==> src/rtl/cms_hot_filter_if.sv <==
// Access stream from the sketch side and the hot-address report handshake.
// The master drives accesses, sketch counts and hot_ready; the slave returns the report head.
interface cms_hot_filter_if #(
    parameter int NUM_HASH  = 4,
    parameter int ADDR_SIZE = 22,
    parameter int CNT_SIZE  = 32
);
    logic                 in_valid;
    logic [ADDR_SIZE-1:0] in_addr;
    logic [CNT_SIZE-1:0]  cnt_array [0:NUM_HASH-1];
    logic                 hot_valid;
    logic                 hot_ready;
    logic [ADDR_SIZE-1:0] hot_addr;
    logic [CNT_SIZE-1:0]  hot_cnt;

    modport master (
        output in_valid, in_addr, cnt_array, hot_ready,
        input  hot_valid, hot_addr, hot_cnt
    );

    modport slave (
        input  in_valid, in_addr, cnt_array, hot_ready,
        output hot_valid, hot_addr, hot_cnt
    );
endinterface

==> src/rtl/cms_hot_filter.sv <==
// Reduces sketch counts to the count-min estimate, flags addresses whose estimate
// equals the threshold, and queues each such report in a first-word-fall-through FIFO.
module cms_hot_filter #(
    parameter int NUM_HASH   = 4,
    parameter int ADDR_SIZE  = 22,
    parameter int CNT_SIZE   = 32,
    parameter int LATENCY    = 3,
    parameter int FIFO_DEPTH = 16
) (
    input  logic                          clk,
    input  logic                          rst_n,
    input  logic                          query_rst_n,
    input  logic [CNT_SIZE-1:0]           threshold,
    cms_hot_filter_if.slave               bus,
    output logic [$clog2(FIFO_DEPTH):0]   fifo_level,
    output logic [31:0]                   hot_total,
    output logic [31:0]                   drop_cnt
);
    localparam int LEVELS = $clog2(NUM_HASH);
    localparam int PW     = $clog2(FIFO_DEPTH);
    localparam int EW     = ADDR_SIZE + CNT_SIZE;

    logic                 align_valid [0:LATENCY-1];
    logic [ADDR_SIZE-1:0] align_addr  [0:LATENCY-1];

    always_ff @(posedge clk or negedge rst_n) begin
        if (!rst_n) begin
            for (int i = 0; i < LATENCY; i++) begin
                align_valid[i] <= 1'b0;
                align_addr[i]  <= '0;
            end
        end else begin
            align_valid[0] <= bus.in_valid && query_rst_n;
            align_addr[0]  <= bus.in_addr;
            for (int i = 1; i < LATENCY; i++) begin
                align_valid[i] <= align_valid[i-1] && query_rst_n;
                align_addr[i]  <= align_addr[i-1];
            end
        end
    end

    // Pairwise minimum tree, one generate level per halving.
    for (genvar lvl = 0; lvl <= LEVELS; lvl++) begin : g_lvl
        localparam int N = NUM_HASH >> lvl;
        logic [CNT_SIZE-1:0] node [0:N-1];
        for (genvar j = 0; j < N; j++) begin : g_node
            if (lvl == 0) begin : g_leaf
                assign node[j] = bus.cnt_array[j];
            end else begin : g_cmp
                assign node[j] = (g_lvl[lvl-1].node[2*j] < g_lvl[lvl-1].node[2*j+1])
                               ? g_lvl[lvl-1].node[2*j] : g_lvl[lvl-1].node[2*j+1];
            end
        end
    end

    logic [CNT_SIZE-1:0]  tree_min;
    assign tree_min = g_lvl[LEVELS].node[0];

    logic                 min_valid;
    logic [ADDR_SIZE-1:0] min_addr;
    logic [CNT_SIZE-1:0]  min_cnt;
    logic                 cmp_valid;
    logic [ADDR_SIZE-1:0] cmp_addr;
    logic [CNT_SIZE-1:0]  cmp_cnt;

    always_ff @(posedge clk or negedge rst_n) begin
        if (!rst_n) begin
            min_valid <= 1'b0;
            min_addr  <= '0;
            min_cnt   <= '0;
            cmp_valid <= 1'b0;
            cmp_addr  <= '0;
            cmp_cnt   <= '0;
        end else begin
            min_valid <= align_valid[LATENCY-1] && query_rst_n;
            min_addr  <= align_addr[LATENCY-1];
            min_cnt   <= tree_min;
            // Equality rather than >= keeps a report to once per epoch.
            cmp_valid <= min_valid && query_rst_n && (threshold != '0) && (min_cnt == threshold);
            cmp_addr  <= min_addr;
            cmp_cnt   <= min_cnt;
        end
    end

    logic [EW-1:0] mem [0:FIFO_DEPTH-1];
    logic [PW:0]   wr_ptr;
    logic [PW:0]   rd_ptr;
    logic          empty;
    logic          full;
    logic          pop;
    logic          push;
    logic          drop;
    logic [EW-1:0] head;

    assign empty = (wr_ptr == rd_ptr);
    assign full  = (wr_ptr[PW] != rd_ptr[PW]) && (wr_ptr[PW-1:0] == rd_ptr[PW-1:0]);
    assign pop   = !empty && bus.hot_ready;
    assign push  = cmp_valid && (!full || pop);
    assign drop  = cmp_valid && !push;
    assign head  = mem[rd_ptr[PW-1:0]];

    always_ff @(posedge clk) begin
        if (push) begin
            mem[wr_ptr[PW-1:0]] <= {cmp_addr, cmp_cnt};
        end
    end

    always_ff @(posedge clk or negedge rst_n) begin
        if (!rst_n) begin
            wr_ptr    <= '0;
            rd_ptr    <= '0;
            hot_total <= '0;
            drop_cnt  <= '0;
        end else if (!query_rst_n) begin
            wr_ptr    <= '0;
            rd_ptr    <= '0;
            hot_total <= '0;
            drop_cnt  <= '0;
        end else begin
            if (push) begin
                wr_ptr <= wr_ptr + (PW+1)'(1);
            end
            if (pop) begin
                rd_ptr <= rd_ptr + (PW+1)'(1);
            end
            if (push && (hot_total != 32'hFFFF_FFFF)) begin
                hot_total <= hot_total + 32'd1;
            end
            if (drop && (drop_cnt != 32'hFFFF_FFFF)) begin
                drop_cnt <= drop_cnt + 32'd1;
            end
        end
    end

    // Head is forced to zero when empty so stale entries never show on the bus.
    assign fifo_level    = wr_ptr - rd_ptr;
    assign bus.hot_valid = !empty;
    assign bus.hot_addr  = empty ? '0 : head[EW-1:CNT_SIZE];
    assign bus.hot_cnt   = empty ? '0 : head[CNT_SIZE-1:0];
endmodule

==> src/flat_wrapper.sv <==
// flat-port wrapper written by rule: the top's interface ports become plain ports
module cms_hot_filter_flat 
#(
    parameter int NUM_HASH   = 4,
    parameter int ADDR_SIZE  = 22,
    parameter int CNT_SIZE   = 32,
    parameter int LATENCY    = 3,
    parameter int FIFO_DEPTH = 16
)
  (clk, rst_n, query_rst_n, threshold, fifo_level, hot_total, drop_cnt, bus_in_valid, bus_in_addr, bus_cnt_array, bus_hot_ready, bus_hot_valid, bus_hot_addr, bus_hot_cnt);
  cms_hot_filter_if #(.NUM_HASH(NUM_HASH), .ADDR_SIZE(ADDR_SIZE), .CNT_SIZE(CNT_SIZE)) bus_i ();
  input  logic clk;
  input  logic rst_n;
  input  logic query_rst_n;
  input  logic [CNT_SIZE-1:0] threshold;
  output logic [$clog2(FIFO_DEPTH):0] fifo_level;
  output logic [31:0] hot_total;
  output logic [31:0] drop_cnt;
  input wire logic [$bits(bus_i.in_valid)-1:0] bus_in_valid;
  input wire logic [$bits(bus_i.in_addr)-1:0] bus_in_addr;
  input wire logic [$bits(bus_i.cnt_array)-1:0] bus_cnt_array;
  input wire logic [$bits(bus_i.hot_ready)-1:0] bus_hot_ready;
  output wire logic [$bits(bus_i.hot_valid)-1:0] bus_hot_valid;
  output wire logic [$bits(bus_i.hot_addr)-1:0] bus_hot_addr;
  output wire logic [$bits(bus_i.hot_cnt)-1:0] bus_hot_cnt;
  assign bus_i.in_valid = bus_in_valid;
  assign bus_i.in_addr = bus_in_addr;
  assign bus_i.cnt_array = {>>{bus_cnt_array}};
  assign bus_i.hot_ready = bus_hot_ready;
  assign bus_hot_valid = bus_i.hot_valid;
  assign bus_hot_addr = bus_i.hot_addr;
  assign bus_hot_cnt = bus_i.hot_cnt;
  cms_hot_filter #(.NUM_HASH(NUM_HASH), .ADDR_SIZE(ADDR_SIZE), .CNT_SIZE(CNT_SIZE), .LATENCY(LATENCY), .FIFO_DEPTH(FIFO_DEPTH)) u_core (.clk(clk), .rst_n(rst_n), .query_rst_n(query_rst_n), .threshold(threshold), .bus(bus_i), .fifo_level(fifo_level), .hot_total(hot_total), .drop_cnt(drop_cnt));
endmodule
==> config.mk <==
export PLATFORM = sky130hd
export DESIGN_NAME = cms_hot_filter_flat
export DESIGN_NICKNAME = d
export VERILOG_FILES = /design/src/rtl/cms_hot_filter_if.sv /design/src/rtl/cms_hot_filter.sv /design/src/flat_wrapper.sv
export SDC_FILE = /design/constraint.sdc
export NUM_CORES = 1
export LEC_CHECK = 0
export CORE_AREA = 10 10 347 349
export DETAILED_ROUTE_END_ITERATION = 8
export DIE_AREA = 0 0 357 359
export GPL_TIMING_DRIVEN = 0
export HOLD_SLACK_MARGIN = 0.15
export PLACE_DENSITY = 0.67
export SLEW_MARGIN = 10
export SYNTH_ARGS = -nofsm -noshare
export SYNTH_HDL_FRONTEND = slang
export SYNTH_SLANG_ARGS = --single-unit
==> constraint.sdc <==
create_clock -name clk -period 4.3 [get_ports clk]
set_input_delay 0.43 -clock clk [delete_from_list [all_inputs] [get_ports clk]]
set_output_delay 0.43 -clock clk [all_outputs]
set_load 0.05 [all_outputs]
==> results of run 1 <==
[sequential cells by signal, summed over array words and instances (netlist names)]
| signal | flops |
|---|---|
| u_core.align_addr | 66 |
| u_core.align_valid | 3 |
| u_core.cmp_addr | 22 |
| u_core.cmp_cnt | 32 |
| u_core.cmp_valid | 1 |
| u_core.drop_cnt | 32 |
| u_core.hot_total | 32 |
| u_core.mem | 864 |
| u_core.min_addr | 22 |
| u_core.min_cnt | 32 |
| u_core.min_valid | 1 |
| u_core.rd_ptr | 5 |
| u_core.wr_ptr | 5 |
[per-layer routing]
layer | vias up | GRT usage [%] | share of wire (%)
met1 | 12340 | 22.40 | 39
li1 | 10500 | - | -
met3 | 200 | 4.831 | 7.9
met2 | 845 | 29.37 | 49
met5 | - | 0 | 0.18
met4 | 34 | 6.064 | 3.2
[worst max path at each step]
stage / depth (start not counted) / end / from
after floorplan: 20 / u_core.min_cnt[11]$_DFF_PN0_ / bus_cnt_array[109]
final: 25 / u_core.min_cnt[21]$_DFF_PN0_ / bus_cnt_array[86]
after detailed placement: 22 / u_core.min_cnt[13]$_DFF_PN0_ / bus_cnt_array[93]
after global placement: 1 / u_core.hot_total[6]$_DFFE_PN0P_ / rst_n
after CTS: 7 / bus_hot_cnt[0] / u_core.rd_ptr[1]$_DFFE_PN0P_
after global routing: 25 / u_core.min_cnt[22]$_DFF_PN0_ / bus_cnt_array[86]
[cells by family after synthesis]
logic type / count (synthesis) / synth area share, %
buffers and inverters: 211 / 1.792
adder cells (fa/ha/maj): 105 / 2.929
AND/OR/NAND/NOR: 394 / 4.807
flip-flops: 1117 / 71.55
multiplexers: 339 / 15.02
XOR/XNOR: 86 / 1.670
AO/OA/AOI/OAI: 161 / 2.241
[timing repair]
| item | CTS | global route |
|---|---|---|
| setup buffers | 31 | 13 |
| pin swaps | 34 | 66 |
| resized for setup | 361 | 211 |
| setup endpoints to repair | 1014 | 83 |
| hold endpoints to repair | 76 | 1 |
| hold buffers | 15 | 1 |
| gates cloned | 1 | 0 |
[critical path: stages]
cell	delay (ns)
clkdlybuf4s50_1	0.45
inv_1	0.07
ha_4	0.25
a21oi_1	0.18
nand2_1	0.13
a221oi_4	0.24
o21ai_2	0.11
a21oi_4	0.16
buf_6	0.13
clkbuf_16	0.13
nor2_2	0.04
a21oi_2	0.14
inv_2	0.07
ha_4	0.24
a21o_1	0.17
a21o_1	0.18
a2111oi_4	0.35
o31ai_4	0.10
a21oi_1	0.14
nand4_1	0.15
o32ai_4	0.38
buf_6	0.16
buf_8	0.12
buf_12	0.12
mux2i_1	0.18
[cells in the final DEF (no fill, tap or decap), types with 53 or more instances in the layout]
master / n
mux2i_1: 57
xnor2_1: 57
clkbuf_1: 62
mux4_2: 270
clkdlybuf4s50_1: 153
nor2_1: 53
inv_1: 89
edfxtp_1: 864
ha_1: 68
clkbuf_16: 113
dfrtp_1: 252
and2_1: 105
[layout make-up]
cell class                 count  area [um2]  area share, %
inverter                     117       446.7         0.7991
clock buffer                 158        3133          5.605
sequential                  1117       32280          57.74
timing repair buffer         388        4085          7.308
antenna                       14       35.03        0.06267
multi-input combinational   1085       12910          23.10
clock inverter                50       485.5         0.8685
tap                         1512        1892          3.384
buffer                        93       630.6          1.128
[through the flow]
stage / worst slack [ns] / std cells / total power (W) / hold WS [ns]
2_1_floorplan: -0.004834 / 2413 / 0.01340 / 0.1344
3_3_place_gp: -9.399 / 4234 / 0.01414 / 0.3318
3_5_place_dp: -2.353 / 4252 / 0.01418 / 0.3347
4_1_cts: 0.001974 / 4506 / 0.02376 / 0.1510
5_1_grt: -0.09903 / 4533 / 0.02449 / 0.1569
6_report: 0.06542 / 4534 / 0.02373 / 0.1335
[power groups by stage]
stage | Clock, W | Combinational, W | Sequential (W)
2_1_floorplan | 0 | 0.000619 | 0.0128
3_3_place_gp | 0 | 0.00109 | 0.0131
3_5_place_dp | 0 | 0.00110 | 0.0131
4_1_cts | 0.00961 | 0.00129 | 0.0129
5_1_grt | 0.0100 | 0.00151 | 0.0129
6_report | 0.00946 | 0.00139 | 0.0129
==> impl_metrics.toml, run 1 <==
[synth]
synth-async-reset-ratio_pct = 22.65
synth_commonest_cells = "edfxtp_1 (864), mux4_2 (270), dfrtp_1 (253)"
synth.net_count = 2705
syn_area_um2 = 45110
synth_edf_count = 864
ys_ff_latch = 1117
synth.distinct_cells = 54
yosys_warnings = 0
synth.avg_cell_area_um2 = 18.70
synth_most_common_cell = "edfxtp_1"
netlist_top_cells_area = "edfxtp_1 (58%), dfrtp_1 (14%), mux4_2 (13%), ha_1 (2.9%), and2_1 (1.7%)"
yosysSeqAreaShare_pct = 71.55
yosys.area.top_type = "edfxtp_1"
synth_top_flop_cell = "edfxtp_1"
syn-instance-count = 2413
netlist.area_leader.share_pct = 57.51

[power]
p_leak_nw = 19.76
vdd_drop_max_mv = 0.3605
combPwrFrac_pct = 5.9
pwr-share-seq_pct = 54.3
switching_share_pct = 22.62
clockPowerShare_pct = 39.9
p_switching_w = 0.005368
power.density_nw_per_um2 = 424.5
internal_power_w = 0.01836

[placement]
dp_hpwl_um = 76250
port_buffers = 309
placed_cell_area_um2 = 50790
gp_congestion = 0.8999

[timing]
max-slew-margin-rel_pct = 24.02
hold_violations = 0
rsz0062_at_grt = "yes"
fin_crit_ns = 4.235
fin_skew_ns = 0.02714
clock.fmax_mhz = 236.2
maxSlewViolCount = 0
tns_ns = 0
tightest_slew_ns = 1.140
setup_viol = 0
finalCritPeriodShare_pct = 98.48

[detailed_routing]
dr.first_iter.drc_count = 2019
vias = 23920
firstDrtPassIters = 7
drc = 0
drt-total-wl_um = 116200
viasPerCell = 5.275
routedWlPerCell_um = 25.63
ant_nets = 0

[floorplan]
dieWidth_um = 357
initial_core_util_pct = 39.72
die-area_um2 = 128200
core_um2 = 113600
dieHeight_um = 359
io-pin-count = 311
row_count = 124

[cts]
cts-root-buf = "clkbuf_16"
cts_tree = "built"
clk-insertion-delay-late_ns = 0.69
cts_made_buffers = 109
cts.htree.levels = 3
clkSlewWorstSetupHoldPaths_ns = 0.06
cts.path.max_buffers = 3
clock-sinks = 1117

[run]
cap_violations = 0

[layout]
final_util_pct = 49.22
drive_above_1_share_pct = 25.60
finalInstanceArea_um2 = 55900
fillCellCount = 9290
syn_to_final_growth_pct = 23.91
nets = 3203

[grt]
grt_overflow = 0
grt_util_all_layers_pct = 17.77
grt_max_degree = 100
antenna_found_initial = 35
grt_pass1_wl_um = 169200
first_global_vias = 25120

[worst_setup_path]
cp-start-kind = "input port"
ff2ff_path_depth = 11
worst_r2r_startpoint = "u_core.rd_ptr[1]$_DFFE_PN0P_"
crit_path_end_kind = "flop"
worst_ep_arrival_time_ns = 4.82
cp_max_fo = 5
r2r_slack_ns = 0.46
cp.required_ns = 4.89
reg2reg_to = "u_core.mem[9][18]$_DFFE_PP_"
path_class = "in2reg"

[worst_hold_path]
hold_start = "bus_cnt_array[126]"
hp-class = "in2reg"
hold_end = "u_core.min_cnt[30]$_DFF_PN0_"
hold_path_depth = 3

[outcome]
status = "finished clean"
(Power assumes the default switching activity.)
==> run 2: changes to the inputs <==
Settings changed: CELL_PAD_IN_SITES_DETAIL_PLACEMENT from default to 1, CELL_PAD_IN_SITES_GLOBAL_PLACEMENT from default to 2, PLACE_DENSITY 0.67 to 0.81.
==> run 2 against run 1 <==
Compared with the run above: sequential power about the same; maximum frequency fell by 0.61%; first-iteration DRC count is 25% higher; critical path type unchanged; highest routed layer unchanged.
==> impl_metrics.toml, run 2 (synthesized netlist as in run 1, its figures left out) <==
[detailed_routing]
viasPerCell = 5.522
drc = 0
dr.first_iter.drc_count = 2523
ant_nets = 0
firstDrtPassIters = 8
routedWlPerCell_um = 28.60
drt-total-wl_um = 129200
vias = 24950

[layout]
largest_reg_flops = 864
drive_above_1_share_pct = 25.84
final_cell_mix = "edfxtp_1 (864), mux4_2 (270), dfrtp_1 (252)"
finalInstanceArea_um2 = 55710
fillCellCount = 10630
syn_to_final_growth_pct = 23.50
layout_commonest_cell = "edfxtp_1"
nets = 3199

[timing]
setup_viol = 0
finalCritPeriodShare_pct = 99.08
clock.fmax_mhz = 234.7
fin_skew_ns = 0.03480
tns_ns = 0
tightest_slew_ns = 1.131
hold_violations = 0
maxSlewViolCount = 0
max-slew-margin-rel_pct = 24.60
setup_ws_ns = 0.03943
rsz0062_at_grt = "yes"
fin_crit_ns = 4.261

[placement]
gp_congestion = 0.8776
pre_cts_ws_ns = -2.145
placed_cell_area_um2 = 50760
dp_hpwl_um = 85640
port_buffers = 309

[floorplan]
dieWidth_um = 357
dieHeight_um = 359
initial_core_util_pct = 39.72
row_count = 124
core_um2 = 113600
die-area_um2 = 128200
io-pin-count = 311

[grt]
grt_overflow = 0
grt_max_degree = 96
first_global_vias = 27560
grt_util_all_layers_pct = 19.86
antenna_found_initial = 27
grt_pass1_wl_um = 188300

[power]
p_leak_nw = 19.40
vdd_drop_max_mv = 0.3080
power.density_nw_per_um2 = 429.4

[worst_setup_path]
cp.required_ns = 4.88
crit_path_end_kind = "flop"
cpMostUsedCell = "buf_12"
path_class = "in2reg"
cp_max_fo = 8
cp-start-kind = "input port"
crit_slowest_cell = "a311o_2"
cp_slowest_stage_delay_ns = 0.46
worst_ep_arrival_time_ns = 4.84
path_cells = "clkdlybuf4s15_1, ha_4, nand4_1, nor2_2, buf_4, buf_4, a311o_2, a21oi_4, buf_12, buf_8, nor2_4, a21oi_2, inv_2, ha_4, a21o_1, a21o_1, a2111oi_4, o31ai_4, a21oi_1, nand4_1, o32ai_4, buf_12, buf_12, mux2i_4"

[cts]
cts-root-buf = "clkbuf_16"
clk-insertion-delay-late_ns = 0.69
cts_tree = "built"
cts_made_buffers = 109
clkSlewWorstSetupHoldPaths_ns = 0.06
clock-sinks = 1117
cts.path.max_buffers = 3
cts.htree.levels = 3

[worst_hold_path]
hp-class = "in2reg"

[outcome]
status = "finished clean"

[run]
cap_violations = 0
-- run 2: cell type report --
class / count / area, um2 / area share [%]
multi-input combinational: 1085 / 12890 / 23.14
inverter: 117 / 449.2 / 0.8062
antenna: 3 / 7.507 / 0.01347
sequential: 1117 / 32280 / 57.93
tap: 1512 / 1892 / 3.396
clock inverter: 65 / 674.4 / 1.210
clock buffer: 142 / 2945 / 5.286
buffer: 93 / 659.4 / 1.183
timing repair buffer: 384 / 3920 / 7.036
-- run 2: worst paths after layout --
| check | startpoint | endpoint | slack, ns | cells past startpoint |
|---|---|---|---|---|
| worst min register to register | u_core.min_addr[17]$_DFF_PN0_ | u_core.cmp_addr[17]$_DFF_PN0_ | 0.34 | 0 |
| worst min-delay path | bus_cnt_array[105] | u_core.min_cnt[9]$_DFF_PN0_ | 0.14 | 3 |
| worst max register to register | u_core.rd_ptr[1]$_DFFE_PN0P_ | u_core.mem[2][38]$_DFFE_PP_ | 0.48 | 11 |
| worst max-delay path | bus_cnt_array[106] | u_core.min_cnt[18]$_DFF_PN0_ | 0.04 | 24 |
| min in group asynchronous | rst_n | u_core.align_addr[48]$_DFF_PN0_ | 0.31 | 2 |
| max in group asynchronous | rst_n | u_core.min_addr[17]$_DFF_PN0_ | 2.53 | 4 |
-- run 2: report_power, final --
group          total [W]  switching [W]  internal [W]  leakage (nW)
clock network    0.00957        0.00415       0.00542          1.73
logic            0.00145       0.000732      0.000717          6.86
registers         0.0129       0.000639        0.0123          10.8
-- run 2: repair_timing --
action	CTS	global route
hold endpoints to repair	76	0
endpoints found under the setup margin	1016	61
gates resized for setup	420	154
hold buffers	5	0
setup buffers	43	8
pin swaps	54	35
cloned	2	1
-- run 2: worst max-delay path, delay by kind of cell --
kind / cells / cell delay [ns]
buffers and inverters: 8 / 1.20
muxes: 1 / 0.23
adders and majority gates: 2 / 0.54
AOI/OAI and AO/OA: 9 / 2.09
and+or+nand+nor: 4 / 0.33
-- run 2: routing by layer --
metal / vias up / track usage (%) / share of wire [%]
met5: - / 0 / 0.20
met2: 1054 / 33.91 / 50
met3: 246 / 5.155 / 8.5
met1: 13160 / 24.98 / 38
met4: 36 / 4.961 / 2.5
li1: 10460 / - / -
-- run 2: through the flow --
step	std cells	hold slack (ns)	util (%)	power, W
final	4518	0.1428	49.06	0.02393
after global routing	4515	0.1615	49.05	0.02475
after CTS	4508	0.1526	48.82	0.02399
after detailed placement	4252	0.3358	44.70	0.01426
after global placement	4234	0.3377	44.25	0.01413
after floorplan	2413	0.1344	-	0.01340
